**config.mk**
```make
export PLATFORM = sky130hd
export DESIGN_NAME = tick_timekeeper
export DESIGN_NICKNAME = d
export VERILOG_FILES = /design/src/rtl/clock_pkg.sv /design/src/rtl/bcd_mod_counter.sv /design/src/rtl/tick_timekeeper.sv
export SDC_FILE = /design/constraint.sdc
export NUM_CORES = 1
export LEC_CHECK = 0
export ABC_AREA = 1
export BUFFER_PORTS_ARGS = -buffer_cell sky130_fd_sc_hd__buf_2
export CORE_UTILIZATION = 56
export CTS_CLUSTER_DIAMETER = 50
export DETAILED_ROUTE_END_ITERATION = 7
export PLACE_DENSITY = 0.9
export REMOVE_ABC_BUFFERS = 1
export SYNTH_ARGS = -nofsm -noshare
export SYNTH_HDL_FRONTEND = slang
export SYNTH_SLANG_ARGS = --single-unit
export TNS_END_PERCENT = 5
```
**constraint.sdc**
```tcl
create_clock -name CLK100MHZ -period 3.5 [get_ports CLK100MHZ]
set_clock_uncertainty 0.05 [all_clocks]
set_input_delay 0.525 -clock CLK100MHZ [delete_from_list [all_inputs] [get_ports CLK100MHZ]]
set_output_delay 0.525 -clock CLK100MHZ [all_outputs]
set_load 0.01 [all_outputs]
```
**src/rtl/clock_pkg.sv**
```systemverilog
// Shared BCD clock types, limits and helpers.
// Used by the timekeeper and the alarm-set logic.
package clock_pkg;

    typedef logic [7:0] bcd2_t;

    typedef struct packed {
        logic  pm;
        bcd2_t hh;
    } hour12_t;

    localparam bcd2_t BCD_59 = 8'h59;
    localparam bcd2_t BCD_23 = 8'h23;
    localparam bcd2_t BCD_12 = 8'h12;

    // Valid two-digit BCD no greater than max. For valid BCD,
    // the binary compare gives the same ordering as the decimal value.
    function automatic logic bcd_valid(input bcd2_t v, input bcd2_t max);
        return (v[7:4] <= 4'd9) && (v[3:0] <= 4'd9) && (v <= max);
    endfunction

    function automatic bcd2_t bcd_next(input bcd2_t v, input bcd2_t max);
        if (v == max)
            return '0;
        if (v[3:0] == 4'd9)
            return {v[7:4] + 4'd1, 4'd0};
        return {v[7:4], v[3:0] + 4'd1};
    endfunction

    // 24 h BCD hour to 12 h BCD hour plus pm flag.
    function automatic hour12_t to_hour12(input bcd2_t h24);
        hour12_t r;
        r.pm = (h24 >= BCD_12);
        if (h24 == 8'h00 || h24 == BCD_12)
            r.hh = BCD_12;
        else if (!r.pm)
            r.hh = h24;
        else if (h24 == 8'h20 || h24 == 8'h21)
            r.hh = h24 - 8'h18;
        else
            r.hh = h24 - 8'h12;
        return r;
    endfunction

endpackage

```
**src/rtl/bcd_mod_counter.sv**
```systemverilog
// Two-digit BCD counter that wraps from MAX to 00, with load.
// carry flags the cycle in which an increment wraps the count.
module bcd_mod_counter
    import clock_pkg::*;
#(
    parameter bcd2_t MAX       = BCD_59,
    parameter bcd2_t RESET_VAL = 8'h00
) (
    input  logic       CLK100MHZ,
    input  logic       reset,
    input  logic       inc,
    input  logic       load,
    input  logic [7:0] load_val,
    output logic [7:0] value,
    output logic       carry
);

    always_ff @(posedge CLK100MHZ) begin
        if (reset)
            value <= RESET_VAL;
        else if (load)
            value <= load_val;
        else if (inc)
            value <= bcd_next(value, MAX);
    end

    assign carry = inc && (value == MAX);

endmodule

```
**src/rtl/tick_timekeeper.sv**
```systemverilog
// BCD HH:MM:SS timekeeper advanced by rising edges of the 1 Hz strobe.
// Optional HOUR12_EN: hh is presented in 12 h form with a pm flag.
module tick_timekeeper
    import clock_pkg::*;
#(
    parameter bcd2_t RESET_HH = 8'h00,
    parameter bcd2_t RESET_MM = 8'h00,
    parameter bcd2_t RESET_SS = 8'h00
) (
    input  logic       CLK100MHZ,
    input  logic       reset,
    input  logic       clk_stb,
    input  logic       hold,
    input  logic       load,
    input  logic [7:0] load_hh,
    input  logic [7:0] load_mm,
    input  logic [7:0] load_ss,
    output logic [7:0] hh,
    output logic [7:0] mm,
    output logic [7:0] ss,
    output logic       sec_tick,
    output logic       day_roll,
    output logic       load_err
`ifdef HOUR12_EN
    ,
    output logic       pm
`endif
);

    logic  stb_q;
    logic  rise;
    logic  load_ok;
    logic  ld;
    logic  adv;
    logic  ss_carry;
    logic  mm_carry;
    logic  hh_carry;
    bcd2_t ss_v;
    bcd2_t mm_v;
    bcd2_t hh_v;

    always_comb begin
        rise    = clk_stb & ~stb_q;
        load_ok = bcd_valid(load_hh, BCD_23) && bcd_valid(load_mm, BCD_59)
                  && bcd_valid(load_ss, BCD_59);
        ld      = load & load_ok;
        // A valid load overrides the second that arrives with it.
        adv     = rise & ~hold & ~ld;
    end

    // stb_q resets high so a strobe already high at release is not an edge.
    always_ff @(posedge CLK100MHZ) begin
        if (reset) begin
            stb_q    <= 1'b1;
            sec_tick <= 1'b0;
            day_roll <= 1'b0;
            load_err <= 1'b0;
        end else begin
            stb_q    <= clk_stb;
            sec_tick <= rise;
            day_roll <= hh_carry;
            load_err <= load & ~load_ok;
        end
    end

    bcd_mod_counter #(.MAX(BCD_59), .RESET_VAL(RESET_SS)) u_ss (
        .CLK100MHZ(CLK100MHZ), .reset(reset), .inc(adv), .load(ld),
        .load_val(load_ss), .value(ss_v), .carry(ss_carry)
    );

    bcd_mod_counter #(.MAX(BCD_59), .RESET_VAL(RESET_MM)) u_mm (
        .CLK100MHZ(CLK100MHZ), .reset(reset), .inc(ss_carry), .load(ld),
        .load_val(load_mm), .value(mm_v), .carry(mm_carry)
    );

    bcd_mod_counter #(.MAX(BCD_23), .RESET_VAL(RESET_HH)) u_hh (
        .CLK100MHZ(CLK100MHZ), .reset(reset), .inc(mm_carry), .load(ld),
        .load_val(load_hh), .value(hh_v), .carry(hh_carry)
    );

    assign ss = ss_v;
    assign mm = mm_v;

`ifdef HOUR12_EN
    bcd2_t   hh_next;
    hour12_t h12_q;

    // Convert the hour's next value so the 12 h register lines up with mm/ss.
    always_comb begin
        hh_next = hh_v;
        if (ld)
            hh_next = load_hh;
        else if (mm_carry)
            hh_next = bcd_next(hh_v, BCD_23);
    end

    always_ff @(posedge CLK100MHZ) begin
        if (reset)
            h12_q <= to_hour12(RESET_HH);
        else
            h12_q <= to_hour12(hh_next);
    end

    assign hh = h12_q.hh;
    assign pm = h12_q.pm;
`else
    assign hh = hh_v;
`endif

endmodule

```
---- Word-level counts from Yosys, hierarchy flattened ----
Index checks and enable logic that the tools add are counted.
word-level totals
  logic and storage cells ................. 105
  register bits after elaboration ......... 28
  input bits .............................. 29
operators by class
  equal/unequal tests ..................... 6
  $lt $le $gt $ge ......................... 9
  muxes and demuxes ....................... 45
  bitwise logic cells ..................... 9
  add/subtract/negate cells ............... 6
  reductions and logical operators ........ 20
operators with widths
  kind                                                                   count
  8-bit 2-to-1 mux                                                       18
  1-bit 2-to-1 mux                                                       27
  4-bit by 1-bit adder with 4-bit output, second input constant          6
  4-bit <= comparator, second input constant                             6
  8-bit by 7-bit equality test with 1-bit output, second input constant  2
  8-bit by 7-bit <= comparator with 1-bit output, second input constant  2
  4-bit equality test, second input constant                             3
  1-bit logical AND                                                      11
  3-bit nonzero test                                                     3
  8-bit by 6-bit equality test with 1-bit output, second input constant  1
  8-bit by 6-bit <= comparator with 1-bit output, second input constant  1
  2-bit AND reduction                                                    3
  2-bit nonzero test                                                     3
  1-bit AND                                                              5
  1-bit inverter                                                         4

---- Depth between registers and ports, before layout ----
  depth after elaboration ................. 21
  mapped depth ............................ 12
  mapped depth without buffers ............ 11

---- Modules after synthesis ----
From an unflattened synthesis, not the netlist that was laid out.
second synthesis, totals
  cells, all modules ...................... 310
  area total of the unflattened synthesis .. 2,008.2 um^2
by module, submodules not included
  module                      times used  seq. area each (um^2)  cells an instance  area each (um^2)
  bcd_mod_counter (u_mm ...)  2           160.2                  89                 585.6
  bcd_mod_counter (u_hh)      1           160.2                  92                 605.6
  tick_timekeeper             1           80.1                   40                 231.5

---- Least setup slack after synthesis ----
No wires, ideal clock.
  path kind ............................... register -> register
  start point ............................. register u_ss.value[0]
  end point ............................... register u_mm.value[4]
  setup slack ............................. 1.803 ns
  arrival ................................. 1.534 ns
  stages on the path, launching flop included .. 11
  cell sequence ........................... dfxtp_1 ha_1 nand2_2 nor2_4 inv_4 nor3_4 inv_2 o21ai_4 inv_2 nor2_1 nor2_1
between the ends
  word-level cells in the longest chain between the ends .. 4
RTL lines
  item                                            RTL line               RTL
  start: declaration                              bcd_mod_counter.sv:14  output logic [7:0] value,
  start signal: assignment                        bcd_mod_counter.sv:22  value <= load_val;
  start signal: assignment                        bcd_mod_counter.sv:24  value <= bcd_next(value, MAX);
  8-bit by 7-bit equality test with 1-bit output  bcd_mod_counter.sv:27  assign carry = inc && (value == MAX);
  1-bit logical AND                               bcd_mod_counter.sv:27
  2-bit nonzero test (no line)                    -
  2-bit AND reduction (no line)                   -
  end signal: assignment                          bcd_mod_counter.sv:22
  end signal: assignment                          bcd_mod_counter.sv:24
  end: declaration                                bcd_mod_counter.sv:14
No other way between the ends.
A chain may end at the register's enable or synchronous reset.

---- Worst setup path after layout ----
  start point ............................. input load_mm[1]
  end point ............................... register u_mm.value[3]
between the ends
  word-level cells in the longest chain between the ends .. 10
  elaborated cells between the ends (all ways) .. 12
RTL lines
  item                                                                                    RTL line               RTL
  start: declaration                                                                      tick_timekeeper.sv:16  input logic [7:0] load_mm,
  branches (longest 2 deep; another with 8-bit by 7-bit <= comparator with 1-bit output)  -
  1-bit logical AND *                                                                     clock_pkg.sv:19        return (v[7:4] <= 4'd9) && (v[3:0] <= 4'd9) && (v <= max);
  1-bit logical AND *                                                                     tick_timekeeper.sv:44  load_ok = bcd_valid(load_hh, BCD_23) && bcd_valid(load_mm, BCD_59)
  1-bit logical AND *                                                                     tick_timekeeper.sv:45  && bcd_valid(load_ss, BCD_59);
  1-bit AND *                                                                             tick_timekeeper.sv:46  ld = load & load_ok;
  1-bit inverter                                                                          tick_timekeeper.sv:48  adv = rise & ~hold & ~ld;
  1-bit AND                                                                               tick_timekeeper.sv:48
  1-bit logical AND                                                                       bcd_mod_counter.sv:27
  2-bit nonzero test (no line)                                                            -
Every way passes the cells marked *.

==> impl_metrics.py <==
metrics = {
    "worst_setup_path": {
        "cp_slowest_stage_delay_ns": 0.41,
        "cp_max_fo": 43,
        "critPathKind": "in2reg",
        "r2r_cells": 10,
        "r2r_start": "u_ss.value[0]",
        "end_kind": "register",
        "timing.critical_path.mode_cell": "nand2_1",
        "timing.critical_path.slowest_stage_cell": "nand3_4",
        "cp.arrival_ns": 2.23,
        "cp.required_ns": 3.75,
        "path_cells": "buf_2 > o21ai_1 > nand2_1 > nor2_4 > nand3_4 > inv_2 > nand2_1 > nand3_1 > nand2_1 > inv_1",
        "reg2reg_to": "u_mm.value[4]",
        "regToRegSetupSlack_ns": 1.53,
        "start_kind": "primary input",
    },
    "floorplan": {
        "rows": 21,
        "die_y_um": 62.0,
        "die_w_um": 62.0,
        "io_pins": 56,
        "coreArea_mm2": 0.00339,
        "die_area_mm2": 0.00385,
        "initial_core_util_pct": 59.5,
    },
    "clock_network": {
        "cts-root-buf": "clkbuf_4",
        "hold_buffers": 0,
        "cts_tree": "built",
        "cts.sinks": 28,
        "cts_buffers": 3,
        "path_clk_slew_ns": 0.16,
        "post_cts_resize_count": 0,
        "cts_setup_buffers": 0,
        "cts_max_level": 1,
        "clk_path_buf_depth": 2,
        "clk_latency_ns": 0.34,
    },
    "sta": {
        "finalCritPeriodShare_pct": 56.5,
        "fmax_ghz": 0.506,
        "slew_headroom_pct": 54.4,
        "worstMarginPinSlew_ns": 0.683,
        "setup_viol": 0,
        "rsz0062_at_grt": "false",
        "post-route-min-period_ns": 1.98,
        "hold_viol": 0,
        "drv_slew": 0,
        "fin_tns_setup_ns": 0,
    },
    "grt": {
        "grt_max_degree": 44,
        "grt_pass1_wl_um": 7450,
        "grt_use_total_pct": 25.6,
        "grt_pass1_vias": 1778,
        "grt-ovfl-total": 0,
        "grt_antenna_before_repair": 0,
    },
    "synthesis": {
        "synth_area_per_cell_um2": 6.45,
        "synth_cell_types": 34,
        "async_flop_share_pct": 0,
        "ys.flop_type": "dfxtp_1",
        "netlist_area_mm2": 0.00202,
        "yosys_register_bits": 28,
        "seq_area_frac_synth_pct": 27.8,
        "synth_cells": 313,
        "synth-edff-count": 0,
        "yosysWarnings": 0,
    },
    "power_and_ir_drop": {
        "ir_drop_uv": 162,
        "powerDensity_mw_per_mm2": 222,
        "p_leak_nw": 1.30,
    },
    "routing": {
        "viasPerCell": 5.18,
        "drt.antenna.violating_nets": 0,
        "vias": 2117,
        "drtIter0Drc": 160,
        "first_pass_iters": 4,
        "drt-wirelength-per-cell_um": 11.0,
        "totalWireLength_um": 4480,
        "drc_errors": 0,
    },
    "layout": {
        "antenna_cells": 0,
        "area_growth_pct": 15.3,
        "layout.nets": 404,
        "multiInputGateArea_mm2": 0.00124,
        "final-seq-area_um2": 561,
        "num-fill-cells": 302,
        "final_cells": 409,
        "drive_gt1_share_pct": 21.5,
    },
    "min_path": {
        "whs_endpoint": "stb_q",
        "whs_path_depth": 3,
        "hold_class": "in2reg",
        "hold_start": "clk_stb",
    },
    "placed_design": {
        "placed_cells": 406,
        "place.gp.congestion": 0.820,
        "numPortBuffers": 55,
        "dpl.hpwl_um": 3360,
    },
    "outcome": {
        "outcome": "complete, no violations",
    },
    "job": {
        "cap_violations": 0,
    },
}
-- critical path: cells and delay by family --
| family | cells | cell delay [ns] |
|---|---|---|
| and+or+nand+nor | 6 | 1.00 |
| buffers and inverters | 3 | 0.52 |
| AOI/OAI and AO/OA | 1 | 0.16 |
-- cell usage in the layout (no fill, tap or decap), drive strengths merged --
| master | count |
|---|---|
| xor2 | 7 |
| nand3 | 50 |
| ha | 10 |
| nor3 | 4 |
| nand2 | 75 |
| or2 | 2 |
| xnor2 | 3 |
| nor2 | 54 |
| nor4 | 1 |
| dfxtp | 28 |
| inv | 45 |
| o31ai | 1 |
| o21ai | 6 |
| a21oi | 3 |
| nand3b | 2 |
| nand4 | 7 |
| clkbuf | 3 |
| o21bai | 7 |
| buf | 55 |
-- sequential cells by signal, indices dropped and copies added (netlist names) --
name	count
day_roll	1
load_err	1
sec_tick	1
stb_q	1
u_hh.value	8
u_mm.value	8
u_ss.value	8
-- routing by layer --
| layer | share of wire (%) | vias up | GRT usage (%) | wire, um |
|---|---|---|---|---|
| li1 | - | 1091 | - | - |
| met5 | 0 | - | 0 | 0 |
| met2 | 46 | 70 | 43.6 | 2090 |
| met1 | 46 | 949 | 33.3 | 2080 |
| met3 | 5.6 | 7 | 2.69 | 251 |
| met4 | 1.4 | 0 | 9.21 | 63 |
-- cell usage after synthesis (5+ instances only) --
library cell | number | area share [%]
nand2_1 | 72 | 13
nor2_1 | 50 | 9.3
nand3_1 | 48 | 12
inv_1 | 39 | 7.3
dfxtp_1 | 28 | 28
ha_1 | 10 | 6.2
nand4_1 | 7 | 2.2
o21bai_1 | 7 | 2.6
xor2_1 | 7 | 3.0
inv_2 | 5 | 0.93
-- area by class of cell --
class | instances | area share (%)
clock buffers | 3 | 0.968
inverters | 45 | 7.37
multi-input cells | 232 | 53.3
flip-flops and latches | 28 | 24.1
well taps | 46 | 2.47
repair buffers | 55 | 11.8
-- per-stage QoR --
stage / area, um^2 / power, W / util [%] / setup WS [ns] / hold slack [ns]
floorplan: 1970 / 0.000354 / - / 1.66 / 0.349
global placement: 2300 / 0.000381 / 68.0 / 1.26 / 0.359
detailed placement: 2300 / 0.000382 / 68.0 / 1.16 / 0.360
CTS: 2330 / 0.000518 / 68.6 / 1.52 / 0.369
global route: 2330 / 0.000539 / 68.6 / 1.28 / 0.379
finish: 2330 / 0.000516 / 68.6 / 1.52 / 0.369
-- where the power goes --
group / internal, W / total, W / leakage [nW] / switching, W
clock network: 0.0000405 / 0.000141 / 0.0138 / 0.000100
logic: 0.0000218 / 0.0000516 / 1.06 / 0.0000298
registers: 0.000322 / 0.000324 / 0.226 / 0.00000226
total: 0.000384 / 0.000516 / 1.30 / 0.000132
-- kinds of logic (layout without fill, tap and decap cells) --
kind of cell / Yosys count / count (layout) / share of synthesized area [%]
xor gates and xnor gates: 10 / 10 / 4.34
AOI/OAI and AO/OA: 17 / 17 / 5.95
and+or+nand+nor: 195 / 195 / 44.9
buffers and inverters: 53 / 103 / 10.8
adders and majority gates: 10 / 10 / 6.20
DFF: 28 / 28 / 27.8
-- worst max-delay path by stage --
stage                     from            end  slack, ns  cells past startpoint
global placement    load_mm[1]  u_mm.value[3]       1.26                     10
CTS                 load_mm[1]  u_mm.value[3]       1.52                     10
floorplan           load_hh[6]  u_hh.value[2]       1.66                     11
finish              load_mm[1]  u_mm.value[3]       1.52                     10
global route        load_hh[6]  u_mm.value[0]       1.28                     12
detailed placement  load_mm[1]  u_mm.value[3]       1.16                     10
Note: power is estimated with default switching activity, not from simulation.
